**src/rtl/mac_bus_master.sv**
```systemverilog
// Purpose: initiator for the Mac-side 68000 bus; runs one slow I/O cycle per fast-side Req.
// Latency: nAS falls on the first C8M falling edge after start; termination follows DTACK/VPA/BERR/timeout.
// Backpressure: Req is a held level; Ack/Err stay up until Req is seen low, then the block re-arms.
module mac_bus_master #(
  parameter int unsigned TIMEOUT = 255
) (
  input  logic FCLK,
  input  logic nRES,
  input  logic C8MRise,
  input  logic C8MFall,
  input  logic EStart,
  input  logic EEnd,
  input  logic Req,
  input  logic RnW,
  input  logic UDS,
  input  logic LDS,
  input  logic nDTACKMac,
  input  logic nVPAMac,
  input  logic nBERRMac,
  output logic nASMac,
  output logic nUDSMac,
  output logic nLDSMac,
  output logic RnWMac,
  output logic nVMAMac,
  output logic nDoutOE,
  output logic DLatch,
  output logic Ack,
  output logic Err
);

  // Bus cycle phases
  localparam logic [2:0] ST_IDLE = 3'd0;
  localparam logic [2:0] ST_ADDR = 3'd1;
  localparam logic [2:0] ST_ASRT = 3'd2;
  localparam logic [2:0] ST_WAIT = 3'd3;
  localparam logic [2:0] ST_VPAW = 3'd4;
  localparam logic [2:0] ST_TERM = 3'd5;
  localparam logic [2:0] ST_REC  = 3'd6;

  localparam logic [7:0] LP_TIMEOUT = 8'(TIMEOUT);

  logic [2:0] r_state;
  logic [2:0] w_next_state;

  // Per-cycle copy of the fast-side request attributes
  logic       r_rnw;
  logic       r_uds;
  logic       r_lds;

  logic [7:0] r_cnt;

  logic       r_nas;
  logic       r_nuds;
  logic       r_nlds;
  logic       r_rnwmac;
  logic       r_nvma;
  logic       r_ndoutoe;
  logic       r_dlatch;
  logic       r_ack;
  logic       r_err;

  // Transition events, one per decision point
  logic w_idle_go;
  logic w_addr_go;
  logic w_asrt_go;
  logic w_wait_berr;
  logic w_wait_dtack;
  logic w_wait_vpa;
  logic w_wait_tmo;
  logic w_wait_inc;
  logic w_vpaw_berr;
  logic w_vpaw_estart;
  logic w_vpaw_done;
  logic w_term_ok;
  logic w_term_err;
  logic w_term_go;
  logic w_rec_clr;
  logic w_rec_go;

  // Decode edge pulses against the current phase; WAIT checks BERR, DTACK, VPA, timeout in that order
  always_comb begin
    w_idle_go     = (r_state == ST_IDLE) && Req && C8MRise;
    w_addr_go     = (r_state == ST_ADDR) && C8MFall;
    w_asrt_go     = (r_state == ST_ASRT) && C8MFall;
    w_wait_berr   = (r_state == ST_WAIT) && C8MFall && !nBERRMac;
    w_wait_dtack  = (r_state == ST_WAIT) && C8MFall && nBERRMac && !nDTACKMac;
    w_wait_vpa    = (r_state == ST_WAIT) && C8MFall && nBERRMac && nDTACKMac && !nVPAMac;
    w_wait_tmo    = (r_state == ST_WAIT) && C8MFall && nBERRMac && nDTACKMac && nVPAMac
                    && (r_cnt == LP_TIMEOUT);
    w_wait_inc    = (r_state == ST_WAIT) && C8MFall && nBERRMac && nDTACKMac && nVPAMac
                    && (r_cnt != LP_TIMEOUT);
    w_vpaw_berr   = (r_state == ST_VPAW) && C8MFall && !nBERRMac;
    // EEnd only counts once VMA has been asserted by an EStart in this cycle
    w_vpaw_estart = (r_state == ST_VPAW) && !w_vpaw_berr && EStart && r_nvma;
    w_vpaw_done   = (r_state == ST_VPAW) && !w_vpaw_berr && EEnd && !r_nvma;
    w_term_ok     = w_wait_dtack || w_vpaw_done;
    w_term_err    = w_wait_berr || w_wait_tmo || w_vpaw_berr;
    w_term_go     = (r_state == ST_TERM) && C8MRise;
    w_rec_clr     = (r_state == ST_REC) && !Req;
    w_rec_go      = w_rec_clr && C8MRise;
  end

  // Next-phase selection
  always_comb begin
    w_next_state = r_state;
    case (r_state)
      ST_IDLE: if (w_idle_go) w_next_state = ST_ADDR;
      ST_ADDR: if (w_addr_go) w_next_state = ST_ASRT;
      ST_ASRT: if (w_asrt_go) w_next_state = ST_WAIT;
      ST_WAIT: begin
        if (w_term_ok || w_term_err) w_next_state = ST_TERM;
        else if (w_wait_vpa)         w_next_state = ST_VPAW;
      end
      ST_VPAW: if (w_term_ok || w_term_err) w_next_state = ST_TERM;
      ST_TERM: if (w_term_go) w_next_state = ST_REC;
      ST_REC:  if (w_rec_go)  w_next_state = ST_IDLE;
      default: w_next_state = ST_IDLE;
    endcase
  end

  // Phase register
  always_ff @(posedge FCLK) begin
    if (!nRES) r_state <= ST_IDLE;
    else       r_state <= w_next_state;
  end

  // Capture direction and strobes at cycle start; later fast-side changes are ignored
  always_ff @(posedge FCLK) begin
    if (!nRES) begin
      r_rnw <= 1'b1;
      r_uds <= 1'b0;
      r_lds <= 1'b0;
    end else if (w_idle_go) begin
      r_rnw <= RnW;
      r_uds <= UDS;
      r_lds <= LDS;
    end
  end

  // Timeout counter: C8M falls spent in WAIT, saturating at the limit
  always_ff @(posedge FCLK) begin
    if (!nRES) begin
      r_cnt <= 8'd0;
    end else if (w_asrt_go) begin
      r_cnt <= 8'd0;
    end else if (w_wait_inc) begin
      r_cnt <= (r_cnt < LP_TIMEOUT) ? r_cnt + 8'd1 : LP_TIMEOUT;
    end
  end

  // Direction and data driver enable: set at cycle start, released on entering recovery
  always_ff @(posedge FCLK) begin
    if (!nRES) begin
      r_rnwmac  <= 1'b1;
      r_ndoutoe <= 1'b1;
    end else if (w_idle_go) begin
      r_rnwmac  <= RnW;
      r_ndoutoe <= RnW;
    end else if (w_term_go) begin
      r_rnwmac  <= 1'b1;
      r_ndoutoe <= 1'b1;
    end
  end

  // Address strobe: low from the first C8M fall until the C8M rise after termination
  always_ff @(posedge FCLK) begin
    if (!nRES)          r_nas <= 1'b1;
    else if (w_addr_go) r_nas <= 1'b0;
    else if (w_term_go) r_nas <= 1'b1;
  end

  // Data strobes: with AS for reads, one C8M period later for writes so write data is settled
  always_ff @(posedge FCLK) begin
    if (!nRES) begin
      r_nuds <= 1'b1;
      r_nlds <= 1'b1;
    end else if ((w_addr_go && r_rnw) || (w_asrt_go && !r_rnw)) begin
      r_nuds <= ~r_uds;
      r_nlds <= ~r_lds;
    end else if (w_term_go) begin
      r_nuds <= 1'b1;
      r_nlds <= 1'b1;
    end
  end

  // VMA for 6800-style peripheral cycles, asserted at the first E high phase after VPA
  always_ff @(posedge FCLK) begin
    if (!nRES)              r_nvma <= 1'b1;
    else if (w_vpaw_estart) r_nvma <= 1'b0;
    else if (w_term_go)     r_nvma <= 1'b1;
  end

  // Read data capture strobe, one FCLK wide on successful read termination
  always_ff @(posedge FCLK) begin
    if (!nRES) r_dlatch <= 1'b0;
    else       r_dlatch <= w_term_ok && r_rnw;
  end

  // Completion status: set on entering TERM, dropped once the requester releases Req in recovery
  always_ff @(posedge FCLK) begin
    if (!nRES) begin
      r_ack <= 1'b0;
      r_err <= 1'b0;
    end else if (w_term_ok) begin
      r_ack <= 1'b1;
      r_err <= 1'b0;
    end else if (w_term_err) begin
      r_ack <= 1'b0;
      r_err <= 1'b1;
    end else if (w_rec_clr) begin
      r_ack <= 1'b0;
      r_err <= 1'b0;
    end
  end

  assign nASMac  = r_nas;
  assign nUDSMac = r_nuds;
  assign nLDSMac = r_nlds;
  assign RnWMac  = r_rnwmac;
  assign nVMAMac = r_nvma;
  assign nDoutOE = r_ndoutoe;
  assign DLatch  = r_dlatch;
  assign Ack     = r_ack;
  assign Err     = r_err;

endmodule

```
**config.mk**
```make
export PLATFORM = sky130hd
export DESIGN_NAME = mac_bus_master
export DESIGN_NICKNAME = d
export VERILOG_FILES = /design/src/rtl/mac_bus_master.sv
export SDC_FILE = /design/constraint.sdc
export NUM_CORES = 1
export LEC_CHECK = 0
export BUFFER_PORTS_ARGS = -buffer_cell sky130_fd_sc_hd__buf_2
export CORE_MARGIN = 5
export CORE_UTILIZATION = 45
export CTS_BUF_LIST = sky130_fd_sc_hd__clkbuf_4 sky130_fd_sc_hd__clkbuf_8
export DETAILED_ROUTE_END_ITERATION = 10
export PLACE_DENSITY = 0.66
export SYNTH_ARGS = -nofsm -noshare
export SYNTH_HDL_FRONTEND = slang
export SYNTH_SLANG_ARGS = --single-unit
```
**constraint.sdc**
```tcl
create_clock -name FCLK -period 3.3 [get_ports FCLK]
set_input_delay 0.66 -clock FCLK [delete_from_list [all_inputs] [get_ports FCLK]]
set_output_delay 0.66 -clock FCLK [all_outputs]
set_load 0.05 [all_outputs]
```
# Word level (Yosys, flattened, before mapping)
# Cells that the tools add are included.
[word_totals]
input_bits = 13
word_cells = 101
reg_bits = 22
[op_classes]
n_eq_ne = 15
bitwise_logic = 3
n_lt_le_gt_ge = 1
add_sub_neg = 1
n_mux = 20
n_reduce_logical = 48
[ops]
columns = ["op", "count"]
rows = [
  ["logical AND 1 bit", 26],
  ["two-way mux 3 bit", 8],
  ["one-hot mux 3 bit (7 select lines)", 1],
  ["two-way mux 1 bit", 10],
  ["inequality test 2 bit, second input constant", 5],
  ["nonzero test 2 bit", 5],
  ["== test 3 bit, second input constant", 3],
  ["adder 8 x 1 -> 8 bit, second input constant", 1],
  ["== test 8 bit, second input constant", 1],
  ["less-than comparator 8 bit, second input constant", 1],
  ["two-way mux 8 bit", 1],
  ["inequality test 8 bit, second input constant", 1],
  ["logical NOT 1 bit", 7],
  ["AND reduction 7 bit", 1],
  ["== test 3 x 2 -> 1 bit, second input constant", 2],
  ["logical OR 1 bit", 5],
  ["OR reduction 2 bit", 2],
  ["== test 3 x 1 -> 1 bit, second input constant", 1],
  ["logical NOT 3 bit", 1],
  ["inequality test 3 x 2 -> 1 bit, second input constant", 1],
  ["NOT 1 bit", 3],
  ["nonzero test 3 bit", 1],
  ["inequality test 2 x 1 -> 1 bit, second input constant", 1],
]

# Longest topological paths before layout
[logic_depth]
word_depth = 11
ltp_mapped = 6
ltp_nobuf = 6

# Worst setup path after synthesis
# Ideal clock, no wire load.
[synth_timing]
path_kind = "input to register"
start = "in nVPAMac"
end = "reg r_state[2]"
setup_ps = 116
stages = 5
arrival_ps = 1589
slack_ps = 1595
required_time_ps = 3184
path_buffers = 0
path_cell_list = "and4_1 > and2_1 > a21oi_1 > a31oi_1 > a31o_2"
[synth_via]
elab_chain_cells = 7
word_cells_on_any_way = 12
cone_classes = "2 x eq/ne; 2 x mux; 8 x reduce/logical"
[synth_lines]
columns = ["item", "line", "source"]
rows = [
  ["from (decl)", "18", "input logic nVPAMac,"],
  ["logical AND 1 bit", "88", "w_wait_tmo = (r_state == ST_WAIT) && C8MFall && nBERRMac && nDTACKMac && nVPAMac"],
  ["logical AND 1 bit", "89", "&& (r_cnt == LP_TIMEOUT);"],
  ["logical OR 1 bit (2 in series)", "97", "w_term_err = w_wait_berr || w_wait_tmo || w_vpaw_berr;"],
  ["logical OR 1 bit", "111, 114", ""],
  ["inequality test 3 x 2 -> 1 bit (no line) (tied with other cells)", "--", ""],
  ["AND reduction 7 bit (no line) or one-hot mux 3 bit (7 select lines) (tied branches)", "--", ""],
  ["to (signal assigned)", "124", "else r_state <= w_next_state;"],
  ["to (decl)", "42", "logic [2:0] r_state;"],
]
# Parallel ways exist; a longest one is shown, timed or not.
# A chain may end at the register's enable or synchronous reset.

# Worst setup path in the final report
[layout_timing]
start = "reg r_state[0]"
end = "reg r_cnt[7]"
[layout_via]
elab_chain_cells = 6
word_cells_on_any_way = 9
cone_classes = "2 x eq/ne; 7 x reduce/logical"
[layout_lines]
columns = ["item", "line", "source"]
rows = [
  ["== test 3 x 2 -> 1 bit", "90", "w_wait_inc = (r_state == ST_WAIT) && C8MFall && nBERRMac && nDTACKMac && nVPAMac"],
  ["logical AND 1 bit (4 in series)", "90", ""],
  ["logical AND 1 bit", "91", "&& (r_cnt != LP_TIMEOUT);"],
  ["to (signal assigned)", "147", "r_cnt <= (r_cnt < LP_TIMEOUT) ? r_cnt + 8'd1 : LP_TIMEOUT;"],
  ["to (decl)", "50", "logic [7:0] r_cnt;"],
]
# Parallel ways exist; a longest one is shown, timed or not.

==> impl_metrics.py <==
metrics = {
    "sta": {
        "fmax_mhz": 544,
        "timing.slew.headroom_pct": 65.8,
        "period_needed_ns": 1.84,
        "clock_skew_ns": 0.00465,
        "finalMaxSlewViolations": 0,
        "rsz0062_at_grt": "false",
        "whs_ns": 0.473,
        "post-route-period-util_pct": 55.7,
        "postLayoutSetupSlackWorst_ns": 1.46,
        "hold_violations": 0,
        "finalSetupViolCount": 0,
        "tightest_slew_ns": 0.507,
        "totalNegativeSetupSlack_ns": 0,
    },
    "global_routing": {
        "antenna_found_initial": 0,
        "grt_max_degree": 17,
        "track_usage_pct": 14.9,
        "grt_pass1_wl_um": 4140,
        "grt_pass1_vias": 970,
        "grt_remaining_overflow": 0,
    },
    "clock_network": {
        "clock-root-buffer": "clkbuf_4",
        "clock_path_buffers": 2,
        "clock_latency_ns": 0.31,
        "cts.clk_slew.worst_paths_ns": 0.12,
        "clock_sinks": 22,
        "htreeDepth": 1,
        "cts_buffers": 3,
        "cts_tree": "done",
        "cts_setup_buffers": 0,
        "cts_resized": 0,
        "hold_buffers": 0,
    },
    "layout": {
        "layout-drive-gt1-share_pct": 22.7,
        "num-nets-final": 165,
        "nFillCells": 226,
        "antenna_cells": 0,
        "final_core_utilization_pct": 52.8,
        "area_growth_pct": 14.1,
        "multi_input_area_um2": 653,
        "final-seq-area_um2": 440,
    },
    "drt": {
        "wirelength_um": 2380,
        "dr.pass1.iters": 4,
        "wire_per_inst_um": 13.2,
        "drt_first_iter_violations": 31,
        "drc": 0,
        "antenna_left": 0,
        "vias_per_cell": 5.52,
        "vias": 994,
    },
    "power_and_ir_drop": {
        "peakVddDrop_uv": 240,
        "power_density_nw_per_um2": 425,
        "p_leak_nw": 0.528,
    },
    "synth": {
        "synth_compound_area_share_pct": 14.9,
        "ys_warn_count": 0,
        "synth_cell_types": 41,
        "syn-cell-area_um2": 1140,
        "synth_simple_gate_area_share_pct": 32.9,
        "ys_seq_elements": 22,
        "syn-num-nets": 144,
        "synth_top_family_by_area": "simple AND/OR/NAND/NOR gates",
        "syn_avg_cell_area_um2": 8.74,
        "synthAdderAreaFrac_pct": 1.10,
        "synth_mux_area_share_pct": 5.51,
        "synth-seq-area-share_pct": 38.8,
        "synth_xor_area_share_pct": 3.08,
        "synthCells": 130,
    },
    "hold_path": {
        "min_from": "Err",
        "whs_path_depth": 2,
        "min_delay_worst_endpoint": "Err",
        "hold_class": "reg -> reg",
    },
    "placement": {
        "dpl.hpwl_um": 1840,
        "dp_slack_ns": 1.33,
        "gp_congestion": 0.778,
        "io_buffers": 21,
    },
    "critical_path": {
        "r2r-start": "r_state[0]",
        "reg2reg_to": "r_cnt[7]",
        "worstPathMaxFanout": 14,
        "r2r_cells": 5,
        "cp-end-kind": "flip-flop",
        "start_kind": "flip-flop",
        "crit_type": "reg -> reg",
        "reg2reg_slack_ns": 1.46,
        "critPathArrivalTime_ns": 2.08,
        "required_ns": 3.55,
    },
    "floorplan": {
        "start_util_pct": 46.3,
        "row_count": 18,
        "io_pins": 22,
        "core_area_um2": 2450,
        "fp.dieH_um": 60.2,
        "die-area_um2": 3630,
        "die_w_um": 60.2,
    },
    "outcome": {
        "status": "finished clean",
    },
    "job": {
        "max-cap-violations": 0,
    },
}
==> layout make-up <==
class / instances / share of cell area, %
inverters: 2 / 0.579
flip-flops and latches: 22 / 34.0
clock inverters: 1 / 2.32
multi-input cells: 101 / 50.4
clock buffers: 3 / 1.74
well taps: 30 / 2.90
repair buffers: 21 / 8.11
==> stage by stage <==
step	power (mW)	area, um2	cells
2_1_floorplan	0.335	1140	130
4_1_cts	0.559	1300	180
6_report	0.551	1300	180
3_3_place_gp	0.350	1240	176
3_5_place_dp	0.352	1240	176
5_1_grt	0.579	1300	180
==> flip-flops by register name, indices dropped and copies added (netlist names) <==
| register | flops |
|---|---|
| nDoutOE | 1 |
| r_rnw | 1 |
| r_lds | 1 |
| nASMac | 1 |
| r_cnt | 8 |
| r_state | 3 |
| Err | 1 |
| r_uds | 1 |
| nLDSMac | 1 |
| DLatch | 1 |
| Ack | 1 |
| nUDSMac | 1 |
| nVMAMac | 1 |
==> layout by cell type (no fill, tap or decap), drive strengths merged, types with 4 or more instances in the layout <==
cell type / netlist / layout
nand4: 4 / 4
nand2: 17 / 17
nor2b: 4 / 4
buf: 4 / 21
nor2: 13 / 13
o21ai: 9 / 9
dfxtp: 22 / 22
a21oi: 9 / 9
mux2i: 4 / 4
==> cells by family after synthesis <==
kind of cell             after synthesis
buffers and inverters                  7
XOR/XNOR                               4
adder cells (fa/ha/maj)                1
multiplexers                           6
AND/OR/NAND/NOR                       63
flip-flops                            22
AO/OA/AOI/OAI                         27
==> worst max-delay path, stage by stage, from the launching register on <==
cell     delay [ns]
dfxtp_1        0.65
and3b_2        0.31
o211a_4        0.22
nand4_4        0.13
or3_1          0.33
a21oi_1        0.13
==> synthesized netlist by cell type (all sizes together) <==
| master | number | area [um2] |
|---|---|---|
| xor2 | 2 | 17.5 |
| nor2b | 4 | 25.0 |
| nand3b | 1 | 7.51 |
| ha | 1 | 12.5 |
| inv | 2 | 7.51 |
| nor3 | 2 | 10.0 |
| or4b | 1 | 10.0 |
| a21oi | 9 | 45.0 |
| buf | 4 | 31.3 |
| or3 | 3 | 18.8 |
| o31a | 1 | 8.76 |
| nand4 | 4 | 40.0 |
| dfxtp | 22 | 440 |
| a41oi | 1 | 8.76 |
| xnor2 | 2 | 17.5 |
| nand4bb | 1 | 11.3 |
| nand2b | 3 | 18.8 |
| nor3b | 3 | 27.5 |
| or3b | 1 | 8.76 |
| nor4 | 1 | 21.3 |
| clkbuf | 1 | 3.75 |
| nand2 | 17 | 63.8 |
| a31oi | 2 | 12.5 |
| and4 | 2 | 17.5 |
| and3b | 1 | 10.0 |
| o21ai | 9 | 45.0 |
| nand3 | 3 | 15.0 |
| o211a | 1 | 17.5 |
| a21boi | 1 | 7.51 |
| mux2 | 2 | 22.5 |
| a31o | 1 | 8.76 |
| nor2 | 13 | 48.8 |
| and2b | 1 | 7.51 |
| a211oi | 2 | 15.0 |
| mux2i | 4 | 40.0 |
| and2 | 1 | 6.26 |
| and3 | 1 | 6.26 |
==> worst max path at each step <==
stage                    start          to  slack, ns
global placement       C8MFall  r_state[2]       1.39
detailed placement     C8MFall  r_state[2]       1.33
finish              r_state[0]    r_cnt[7]       1.46
floorplan              nVPAMac  r_state[2]       1.59
global route        r_state[2]  r_state[2]       1.29
CTS                 r_state[0]    r_cnt[7]       1.45
==> power by group <==
| part | switching (mW) | internal, mW |
|---|---|---|
| logic | 0.0367 | 0.0241 |
| registers | 0.0118 | 0.273 |
| clock network | 0.0826 | 0.123 |
==> per-layer routing <==
layer	up-vias	wire length [um]	part of all wire, %	track usage [%]
met5	-	0	0	0
met4	0	31	1.3	5.70
met3	4	59	2.5	2.81
met2	22	1270	53	27.2
met1	468	1020	43	16.8
li1	500	-	-	-
(Power assumes the default switching activity.)
